## src/rtl/vedic_dot_sequencer_if.sv

```systemverilog
// Operand stream, multiplier drive/return and result stream of the dot-product sequencer.
// The master modport is the sequencer's view; the slave modport is the surrounding system's view.
interface vedic_dot_sequencer_if #(
  parameter int ACC_W = 24
);
  logic [15:0]      s_axis_tdata;
  logic             s_axis_tvalid;
  logic             s_axis_tready;
  logic             s_axis_tlast;
  logic [7:0]       mul_a;
  logic [7:0]       mul_b;
  logic [15:0]      mul_p;
  logic [ACC_W-1:0] m_axis_tdata;
  logic             m_axis_tvalid;
  logic             m_axis_tready;
  logic             err;

  modport master (
    input  s_axis_tdata, s_axis_tvalid, s_axis_tlast, mul_p, m_axis_tready,
    output s_axis_tready, mul_a, mul_b, m_axis_tdata, m_axis_tvalid, err
  );

  modport slave (
    output s_axis_tdata, s_axis_tvalid, s_axis_tlast, mul_p, m_axis_tready,
    input  s_axis_tready, mul_a, mul_b, m_axis_tdata, m_axis_tvalid, err
  );
endinterface

```

## src/rtl/vedic_dot_sequencer.sv

```systemverilog
// Feeds operand pairs into an external pipelined 8x8 multiplier and accumulates
// VEC_LEN products per vector, emitting one dot product per vector.
module vedic_dot_sequencer #(
  parameter int VEC_LEN     = 4,
  parameter int MUL_LATENCY = 1,
  parameter int ACC_W       = 24
) (
  input  logic                    clk,
  input  logic                    rst,
  vedic_dot_sequencer_if.master   bus
);
  localparam int CNT_W = $clog2(VEC_LEN + 1);
  localparam logic [CNT_W-1:0] VEC_LEN_C = CNT_W'(VEC_LEN);

  typedef enum logic [1:0] {
    FEED  = 2'd0,
    DRAIN = 2'd1,
    OUT   = 2'd2
  } state_t;

  state_t             state_q;
  logic               tready_q;
  logic               tvalid_q;
  logic [ACC_W-1:0]   tdata_q;
  logic               err_q;
  logic [7:0]         mul_a_q;
  logic [7:0]         mul_b_q;
  logic [ACC_W-1:0]   acc_q;
  logic [ACC_W-1:0]   acc_d;
  logic [CNT_W-1:0]   cnt_q;
  logic [CNT_W-1:0]   cnt_d;
  logic [MUL_LATENCY:0] tok_q;
  logic [MUL_LATENCY:0] tok_d;

  logic beat;
  logic full;
  logic close;
  logic tap;
  logic others;
  logic out_hs;

  assign beat   = bus.s_axis_tvalid && tready_q;
  assign cnt_d  = cnt_q + CNT_W'(1);
  assign full   = (cnt_d == VEC_LEN_C);
  assign close  = beat && (bus.s_axis_tlast || full);
  assign out_hs = tvalid_q && bus.m_axis_tready;

  // Token at the tap means mul_p currently holds the product of that beat.
  assign tap   = tok_q[MUL_LATENCY];
  assign acc_d = tap ? (acc_q + ACC_W'(bus.mul_p)) : acc_q;

  genvar gi;
  generate
    for (gi = 0; gi <= MUL_LATENCY; gi++) begin : g_tok
      if (gi == 0) begin : g_head
        assign tok_d[gi] = beat;
      end else begin : g_body
        assign tok_d[gi] = tok_q[gi-1];
      end
    end
    if (MUL_LATENCY > 0) begin : g_others
      assign others = |tok_q[MUL_LATENCY-1:0];
    end else begin : g_no_others
      assign others = 1'b0;
    end
  endgenerate

  always_ff @(posedge clk) begin
    if (rst) begin
      state_q  <= FEED;
      tready_q <= 1'b0;
      tvalid_q <= 1'b0;
      tdata_q  <= '0;
      err_q    <= 1'b0;
      mul_a_q  <= '0;
      mul_b_q  <= '0;
      acc_q    <= '0;
      cnt_q    <= '0;
      tok_q    <= '0;
    end else begin
      tok_q <= tok_d;
      acc_q <= acc_d;
      err_q <= 1'b0;
      if (beat) begin
        mul_a_q <= bus.s_axis_tdata[7:0];
        mul_b_q <= bus.s_axis_tdata[15:8];
        cnt_q   <= cnt_d;
      end
      case (state_q)
        FEED: begin
          tready_q <= !close;
          if (close) begin
            state_q <= DRAIN;
            // Mismatch when tlast and the length limit do not land on the same beat.
            err_q   <= !(bus.s_axis_tlast && full);
          end
        end
        DRAIN: begin
          if (tap && !others) begin
            state_q  <= OUT;
            tvalid_q <= 1'b1;
            tdata_q  <= acc_d;
          end
        end
        OUT: begin
          if (out_hs) begin
            state_q  <= FEED;
            tvalid_q <= 1'b0;
            tready_q <= 1'b1;
            acc_q    <= '0;
            cnt_q    <= '0;
          end
        end
        default: begin
          state_q  <= FEED;
          tready_q <= 1'b0;
          tvalid_q <= 1'b0;
        end
      endcase
    end
  end

  assign bus.s_axis_tready = tready_q;
  assign bus.mul_a         = mul_a_q;
  assign bus.mul_b         = mul_b_q;
  assign bus.m_axis_tdata  = tdata_q;
  assign bus.m_axis_tvalid = tvalid_q;
  assign bus.err           = err_q;
endmodule

```

## src/flat_wrapper.sv

```systemverilog
// flat-port wrapper written by rule: the top's interface ports become plain ports
module vedic_dot_sequencer_flat 
#(
  parameter int VEC_LEN     = 4,
  parameter int MUL_LATENCY = 1,
  parameter int ACC_W       = 24
)
  (clk, rst, bus_s_axis_tdata, bus_s_axis_tvalid, bus_s_axis_tlast, bus_mul_p, bus_m_axis_tready, bus_s_axis_tready, bus_mul_a, bus_mul_b, bus_m_axis_tdata, bus_m_axis_tvalid, bus_err);
  vedic_dot_sequencer_if #(.ACC_W(ACC_W)) bus_i ();
  input  logic clk;
  input  logic rst;
  input wire logic [$bits(bus_i.s_axis_tdata)-1:0] bus_s_axis_tdata;
  input wire logic [$bits(bus_i.s_axis_tvalid)-1:0] bus_s_axis_tvalid;
  input wire logic [$bits(bus_i.s_axis_tlast)-1:0] bus_s_axis_tlast;
  input wire logic [$bits(bus_i.mul_p)-1:0] bus_mul_p;
  input wire logic [$bits(bus_i.m_axis_tready)-1:0] bus_m_axis_tready;
  output wire logic [$bits(bus_i.s_axis_tready)-1:0] bus_s_axis_tready;
  output wire logic [$bits(bus_i.mul_a)-1:0] bus_mul_a;
  output wire logic [$bits(bus_i.mul_b)-1:0] bus_mul_b;
  output wire logic [$bits(bus_i.m_axis_tdata)-1:0] bus_m_axis_tdata;
  output wire logic [$bits(bus_i.m_axis_tvalid)-1:0] bus_m_axis_tvalid;
  output wire logic [$bits(bus_i.err)-1:0] bus_err;
  assign bus_i.s_axis_tdata = bus_s_axis_tdata;
  assign bus_i.s_axis_tvalid = bus_s_axis_tvalid;
  assign bus_i.s_axis_tlast = bus_s_axis_tlast;
  assign bus_i.mul_p = bus_mul_p;
  assign bus_i.m_axis_tready = bus_m_axis_tready;
  assign bus_s_axis_tready = bus_i.s_axis_tready;
  assign bus_mul_a = bus_i.mul_a;
  assign bus_mul_b = bus_i.mul_b;
  assign bus_m_axis_tdata = bus_i.m_axis_tdata;
  assign bus_m_axis_tvalid = bus_i.m_axis_tvalid;
  assign bus_err = bus_i.err;
  vedic_dot_sequencer #(.VEC_LEN(VEC_LEN), .MUL_LATENCY(MUL_LATENCY), .ACC_W(ACC_W)) u_core (.clk(clk), .rst(rst), .bus(bus_i));
endmodule
```

## config.mk

```make
export PLATFORM = sky130hd
export DESIGN_NAME = vedic_dot_sequencer_flat
export DESIGN_NICKNAME = d
export VERILOG_FILES = /design/src/rtl/vedic_dot_sequencer_if.sv /design/src/rtl/vedic_dot_sequencer.sv /design/src/flat_wrapper.sv
export SDC_FILE = /design/constraint.sdc
export NUM_CORES = 1
export LEC_CHECK = 0
export BUFFER_PORTS_ARGS = -buffer_cell sky130_fd_sc_hd__buf_2
export CELL_PAD_IN_SITES_DETAIL_PLACEMENT = 1
export CELL_PAD_IN_SITES_GLOBAL_PLACEMENT = 2
export CORE_ASPECT_RATIO = 0.9
export CORE_MARGIN = 2
export CORE_UTILIZATION = 32
export DETAILED_ROUTE_END_ITERATION = 7
export PLACE_DENSITY_LB_ADDON = 0.05
export SLEW_MARGIN = 20
export SYNTH_ARGS = -nofsm -noshare
export SYNTH_HDL_FRONTEND = slang
export SYNTH_SLANG_ARGS = --single-unit
```

## constraint.sdc

```tcl
create_clock -name clk -period 2.68 [get_ports clk]
set_clock_uncertainty 0.05 [all_clocks]
set_input_delay 0.402 -clock clk [delete_from_list [all_inputs] [get_ports clk]]
set_output_delay 0.402 -clock clk [all_outputs]
set_load 0.02 [all_outputs]
```

# == Word-level counts from Yosys, hierarchy flattened ==
# Cells that the tools add are included.
# classes
add_sub_neg,2
eq_ne,6
mux,15
bitwise,3
reduce_logical,15
# op_table
op,count
24-bit 2-to-1 mux,3
24-bit by 16-bit adder with 24-bit output,1
3-bit 2-to-1 mux,3
2-bit 2-to-1 mux,3
2-bit by 1-bit != test with 1-bit output (second input constant),3
1-bit one-hot mux with 3 select lines,2
2-bit one-hot mux with 3 select lines,1
3-bit AND reduction,2
1-bit logical AND,5
2-bit AND reduction,2
3-bit by 1-bit adder with 3-bit output (second input constant),1
3-bit == test (second input constant),1
1-bit logical NOT,3
1-bit 2-to-1 mux,3
1-bit inverter,3
3-bit OR reduction,1
2-bit by 1-bit == test with 1-bit output (second input constant),1
2-bit == test (second input constant),1
2-bit logical NOT,1
1-bit logical OR,1
# totals
reg_bits,74
input_bits,37
out_inout_bits,43

# == Depth between registers and ports, before layout ==
# depth
depth_word,6
mapped_depth,10
depth_no_buf,10

# == Least setup slack after synthesis ==
# No wires, ideal clock.
# synth_path
path_type,input -> register
from,in bus_mul_p[0]
to,reg u_core.tdata_q[16] (netlist: u_core.bus.m_axis_tdata[16])
arrival_time_ns,2.068
required_ns,2.510
path_slack_ns,0.442
cell_stages,10
path_cell_list,ha_1 inv_1 fa_1 nor2b_1 o2111ai_1 nand4_1 a21o_1 a22o_1 nor4_1 a211o_1
# synth_between
elab_chain_cells,2
# synth_rtl
item,line_no,text
"start, declared",flat_wrapper.sv:15,input wire logic [$bits(bus_i.mul_p)-1:0] bus_mul_p;
24-bit by 16-bit adder with 24-bit output,vedic_dot_sequencer.sv:50,assign acc_d = tap ? (acc_q + ACC_W'(bus.mul_p)) : acc_q;
24-bit 2-to-1 mux,vedic_dot_sequencer.sv:50,
"end signal, assigned",vedic_dot_sequencer.sv:73,tdata_q <= '0;
"end signal, assigned",vedic_dot_sequencer.sv:102,tdata_q <= acc_d;
"end, declared",vedic_dot_sequencer.sv:24,logic [ACC_W-1:0] tdata_q;
# Every way passes these cells.
# A chain may end at the register's enable or synchronous reset.

# == Worst setup path after layout ==
# layout_path
from,reg u_core.acc_q[0]
to,reg u_core.tdata_q[16] (netlist: u_core.bus.m_axis_tdata[16])
# layout_between
elab_chain_cells,2
# layout_rtl
item,line_no,text
"start, declared",vedic_dot_sequencer.sv:28,logic [ACC_W-1:0] acc_q;
"start signal, assigned",vedic_dot_sequencer.sv:77,acc_q <= '0;
"start signal, assigned",vedic_dot_sequencer.sv:82,acc_q <= acc_d;
"start signal, assigned",vedic_dot_sequencer.sv:110,acc_q <= '0;
24-bit by 16-bit adder with 24-bit output,vedic_dot_sequencer.sv:50,
24-bit 2-to-1 mux,vedic_dot_sequencer.sv:50,
# Every way passes these cells.

==> tab_implementation.tex <==
\begin{tabular}{lr}
\hline
Metric & Value \\
\hline
\multicolumn{2}{l}{\textbf{Yosys}} \\
Avg Synthesized Cell Area & 8.49 sq um \\
Fraction of the mapped netlist area in compound gates & 0.197 \\
Number of synthesized flops with an enable pin & 0 \\
Net count of the mapped netlist & 490 \\
Post-synthesis share of cell area spent on full adders, half adders and majority gates & 0.0665 \\
Multiplexer area fraction after synthesis & 0.0333 \\
Cell type contributing the most total cell area after synthesis & sky130\_fd\_sc\_hd\_\_dfxtp\_1 \\
Dominant combinational cell family by area after synthesis & simple AND/OR/NAND/NOR gates \\
Post-synthesis cell count & 434 \\
Synth top area share & 0.402 \\
Count of warnings emitted by yosys & 0 \\
Post-synthesis instance area & 3690 sq um \\
Xor and xnor area share after synthesis & 0.0618 \\
Unique cell type count in the Yosys netlist & 56 \\
Predominant post-synthesis flop cell & sky130\_fd\_sc\_hd\_\_dfxtp\_1 \\
Proportion of synthesized chip area in sequential cells & 0.402 \\
Yosys reg bits & 74 \\
Synth Area in Simple Gates & 0.202 \\
Main area contributors after synthesis & sky130\_fd\_sc\_hd\_\_dfxtp\_1 (40\%), sky130\_fd\_sc\_hd\_\_ha\_1 (6.1\%), sky130\_fd\_sc\_hd\_\_nand2\_1 (5.6\%) \\
Async set-or-reset flop fraction in the synthesized netlist & 0 \\
\multicolumn{2}{l}{\textbf{Setup path}} \\
Arrival time worst endpoint & 2630 ps \\
Worst-path fanout max & 5 \\
Critical Path RT & 2870 ps \\
Crit Path Class & reg2reg \\
Kind of start point of the critical path & flip-flop \\
Biggest cell delay along the critical path & 400 ps \\
Kind of end point of the critical path & flip-flop \\
Cells along the critical path & ha\_1 -> inv\_1 -> fa\_1 -> nor2b\_1 -> o2111ai\_1 -> nand4\_1 -> a21o\_1 -> a22o\_1 -> nor4\_1 -> a211o\_1 \\
Critical-path top delay cell & sky130\_fd\_sc\_hd\_\_fa\_1 \\
\multicolumn{2}{l}{\textbf{Flow run}} \\
Max-cap check violation count & 0 \\
\multicolumn{2}{l}{\textbf{Place}} \\
IO Port Bufs & 79 \\
Post-place instance area & 4240 sq um \\
Detailed placement HPWL & 7570 um \\
Weighted congestion reported at the end of routability-driven placement & 0.742 \\
Number of placed cells counting well taps & 652 \\
\multicolumn{2}{l}{\textbf{Floorplan}} \\
Core Rows & 37 \\
DIE WIDTH & 117 um \\
Vertical die dimension & 106 um \\
Placeable core region & 11300 sq um \\
Full die area & 12400 sq um \\
Initial Util & 0.325 \\
Ports & 80 \\
\multicolumn{2}{l}{\textbf{Timing}} \\
Unrepaired setup endpoints after global routing & false \\
Slew margin rel. & 0.509 \\
Max Fclk & 0.409 GHz \\
Slew Limit Fails & 0 \\
Transition time at the pin with the least slew margin & 733 ps \\
Final Hold Vio Count & 0 \\
Final critical-path share of the clock period & 0.911 \\
Setup violations, final & 0 \\
Post-route worst hold slack & 242 ps \\
Fin Setup TNS & 0 ps \\
Min Tclk post-route & 2440 ps \\
\multicolumn{2}{l}{\textbf{Route}} \\
WL final & 10400 um \\
Number of detailed-routing iterations run before antenna repair & 4 \\
Detail Route Antenna Nets & 0 \\
Final routed wire length divided by cell count & 15.6 um \\
Post-route DRC violation count & 0 \\
Drt first-iter violations & 135 \\
Vias/cell & 4.99 \\
Via Count & 3334 \\
\multicolumn{2}{l}{\textbf{CTS}} \\
Clock Sink Count & 74 \\
Clock insertion delay at the later pin of the skew report & 340 ps \\
Root cell of the clock tree & sky130\_fd\_sc\_hd\_\_clkbuf\_16 \\
Post-CTS setup repair buffer count & 0 \\
Post\_cts resized & 0 \\
Clock-pin transition on the worst setup and hold timing paths & 60 ps \\
Number of buffers inserted by hold repair at cts & 0 \\
Maximum clock insertion buffer count & 2 \\
CTS tree & built \\
Number of buffers inserted during clock tree synthesis & 9 \\
Number of H-tree levels & 3 \\
\multicolumn{2}{l}{\textbf{Final layout}} \\
Synthesis-to-finish area growth & 23.5\% \\
Antenna diode instance count & 0 \\
\# fillers & 1377 \\
Finished Cell Area & 4550 sq um \\
Layout cell share with drive strength beyond 1 & 0.230 \\
Number of nets in the final layout & 563 \\
Final cell count without fillers & 668 \\
\multicolumn{2}{l}{\textbf{Pwr}} \\
Total power & 2690 uW \\
Pwr/cell area & 591 nW/um\^{}2 \\
Leakage power summed over all cells & 0.00194 uW \\
Max VDD drop & 0.000348 V \\
\multicolumn{2}{l}{\textbf{Hold path}} \\
Hold/Removal Path Class & in2reg \\
\multicolumn{2}{l}{\textbf{GRT}} \\
Antenna violations before repair & 0 \\
Wire length of the first global-routing pass & 16700 um \\
Tot GR Track Use & 0.180 \\
Total congestion overflow & 0 \\
Via count of the first global-routing pass & 3169 \\
Largest net degree at the start of global routing & 39 \\
\multicolumn{2}{l}{\textbf{Outcome}} \\
Status & finished, final reports clean \\
\hline
\end{tabular}
power by group:
part | switching (uW) | total, uW | internal (uW) | leakage [uW]
Combinational | 159 | 261 | 102 | 0.00118
Clock | 466 | 1290 | 824 | 0.000156
Sequential | 15.4 | 1140 | 1130 | 0.000599
Total | 640 | 2690 | 2050 | 0.00194
worst max-delay path: cells and delay by family, from the launching register on:
| family | cells | cell delay, ps |
|---|---|---|
| AO/OA/AOI/OAI | 4 | 860 |
| flip-flops | 1 | 330 |
| adder cells (fa/ha/maj) | 2 | 600 |
| buffers and inverters | 1 | 60 |
| AND/OR/NAND/NOR | 3 | 420 |
synth_stat cells (all sizes together) (2+ instances only):
| master | number |
|---|---|
| a211o | 2 |
| a211oi | 18 |
| a21o | 12 |
| a21oi | 36 |
| a311oi | 2 |
| a31o | 2 |
| a31oi | 8 |
| and2 | 2 |
| and3 | 2 |
| and4 | 2 |
| buf | 5 |
| clkbuf | 20 |
| dfxtp | 74 |
| ha | 18 |
| inv | 9 |
| mux2 | 2 |
| mux2i | 10 |
| nand2 | 55 |
| nand3 | 8 |
| nand3b | 7 |
| nand4 | 3 |
| nor2 | 55 |
| nor2b | 4 |
| nor3 | 6 |
| nor3b | 4 |
| nor4 | 3 |
| o21ai | 15 |
| o22ai | 2 |
| or2 | 3 |
| or3 | 4 |
| xnor2 | 14 |
| xor2 | 12 |
through the flow:
step | util | setup WS (ps)
3_5_place_dp | 0.373 | 105
6_report | 0.401 | 238
4_1_cts | 0.401 | 255
2_1_floorplan | - | 442
3_3_place_gp | 0.373 | 112
5_1_grt | 0.401 | 37.4
metal layers:
layer  vias up  track usage  routed length, um
met2        53        0.273               4660
met1      1595        0.245               5270
li1       1677            -                  -
met4         0       0.0479                125
met5         -            0                  0
met3         9       0.0587                342
path summary, 6_finish.rpt:
check	cells past startpoint	startpoint	endpoint	slack, ps
hold reg to reg	2	u_core.bus.mul_a[4]	u_core.bus.mul_a[4]	400
setup reg to reg	10	u_core.acc_q[0]	u_core.bus.m_axis_tdata[16]	240
setup / recovery	10	u_core.acc_q[0]	u_core.bus.m_axis_tdata[16]	240
hold / removal	3	bus_s_axis_tdata[14]	u_core.bus.mul_b[6]	240
layout make-up:
class | instances | area [sq um] | area share
Tap cell | 156 | 195 | 0.0429
Timing Repair Buffer | 87 | 455 | 0.100
Clock inverter | 1 | 30.0 | 0.00660
Clock buffer | 15 | 288 | 0.0632
Multi-Input combinational cell | 326 | 2070 | 0.455
Inverter | 9 | 33.8 | 0.00742
Sequential cell | 74 | 1480 | 0.325
sequential cells by signal, summed over array words and instances, names as in the netlist, 2 cells and up:
| register | cells |
|---|---|
| u_core.acc_q | 24 |
| u_core.bus.m_axis_tdata | 24 |
| u_core.bus.mul_a | 8 |
| u_core.bus.mul_b | 8 |
| u_core.cnt_q | 3 |
| u_core.state_q | 2 |
| u_core.tok_q | 2 |
logic make-up after synthesis:
| kind of cell | Yosys count |
|---|---|
| AND/OR/NAND/NOR | 161 |
| AO/OA/AOI/OAI | 108 |
| flip-flops | 74 |
| buffers and inverters | 34 |
| XOR/XNOR | 26 |
| adder cells (fa/ha/maj) | 19 |
| multiplexers | 12 |
cells in the final DEF, fill, tap and decap left out, types with 3 or more instances in the layout:
master and instances:
sky130_fd_sc_hd__a211oi_1 17, sky130_fd_sc_hd__xnor2_1 14, sky130_fd_sc_hd__nand2_1 55, sky130_fd_sc_hd__buf_2 79, sky130_fd_sc_hd__xor2_1 12, sky130_fd_sc_hd__inv_1 9, sky130_fd_sc_hd__or2_2 3, sky130_fd_sc_hd__a21o_1 12
sky130_fd_sc_hd__nor2b_1 4, sky130_fd_sc_hd__nand3b_1 7, sky130_fd_sc_hd__a21oi_2 3, sky130_fd_sc_hd__o21ai_0 15, sky130_fd_sc_hd__nand3_1 8, sky130_fd_sc_hd__clkbuf_8 4, sky130_fd_sc_hd__nand4_1 3, sky130_fd_sc_hd__clkbuf_16 9
sky130_fd_sc_hd__mux2i_1 10, sky130_fd_sc_hd__nor4_1 3, sky130_fd_sc_hd__buf_4 8, sky130_fd_sc_hd__nor2_1 53, sky130_fd_sc_hd__dfxtp_1 74, sky130_fd_sc_hd__nor3_1 6, sky130_fd_sc_hd__nor3b_1 3, sky130_fd_sc_hd__or3_1 4
sky130_fd_sc_hd__ha_1 18, sky130_fd_sc_hd__a21oi_1 32, sky130_fd_sc_hd__a31oi_1 8
Note: power is estimated with default switching activity, not from simulation.
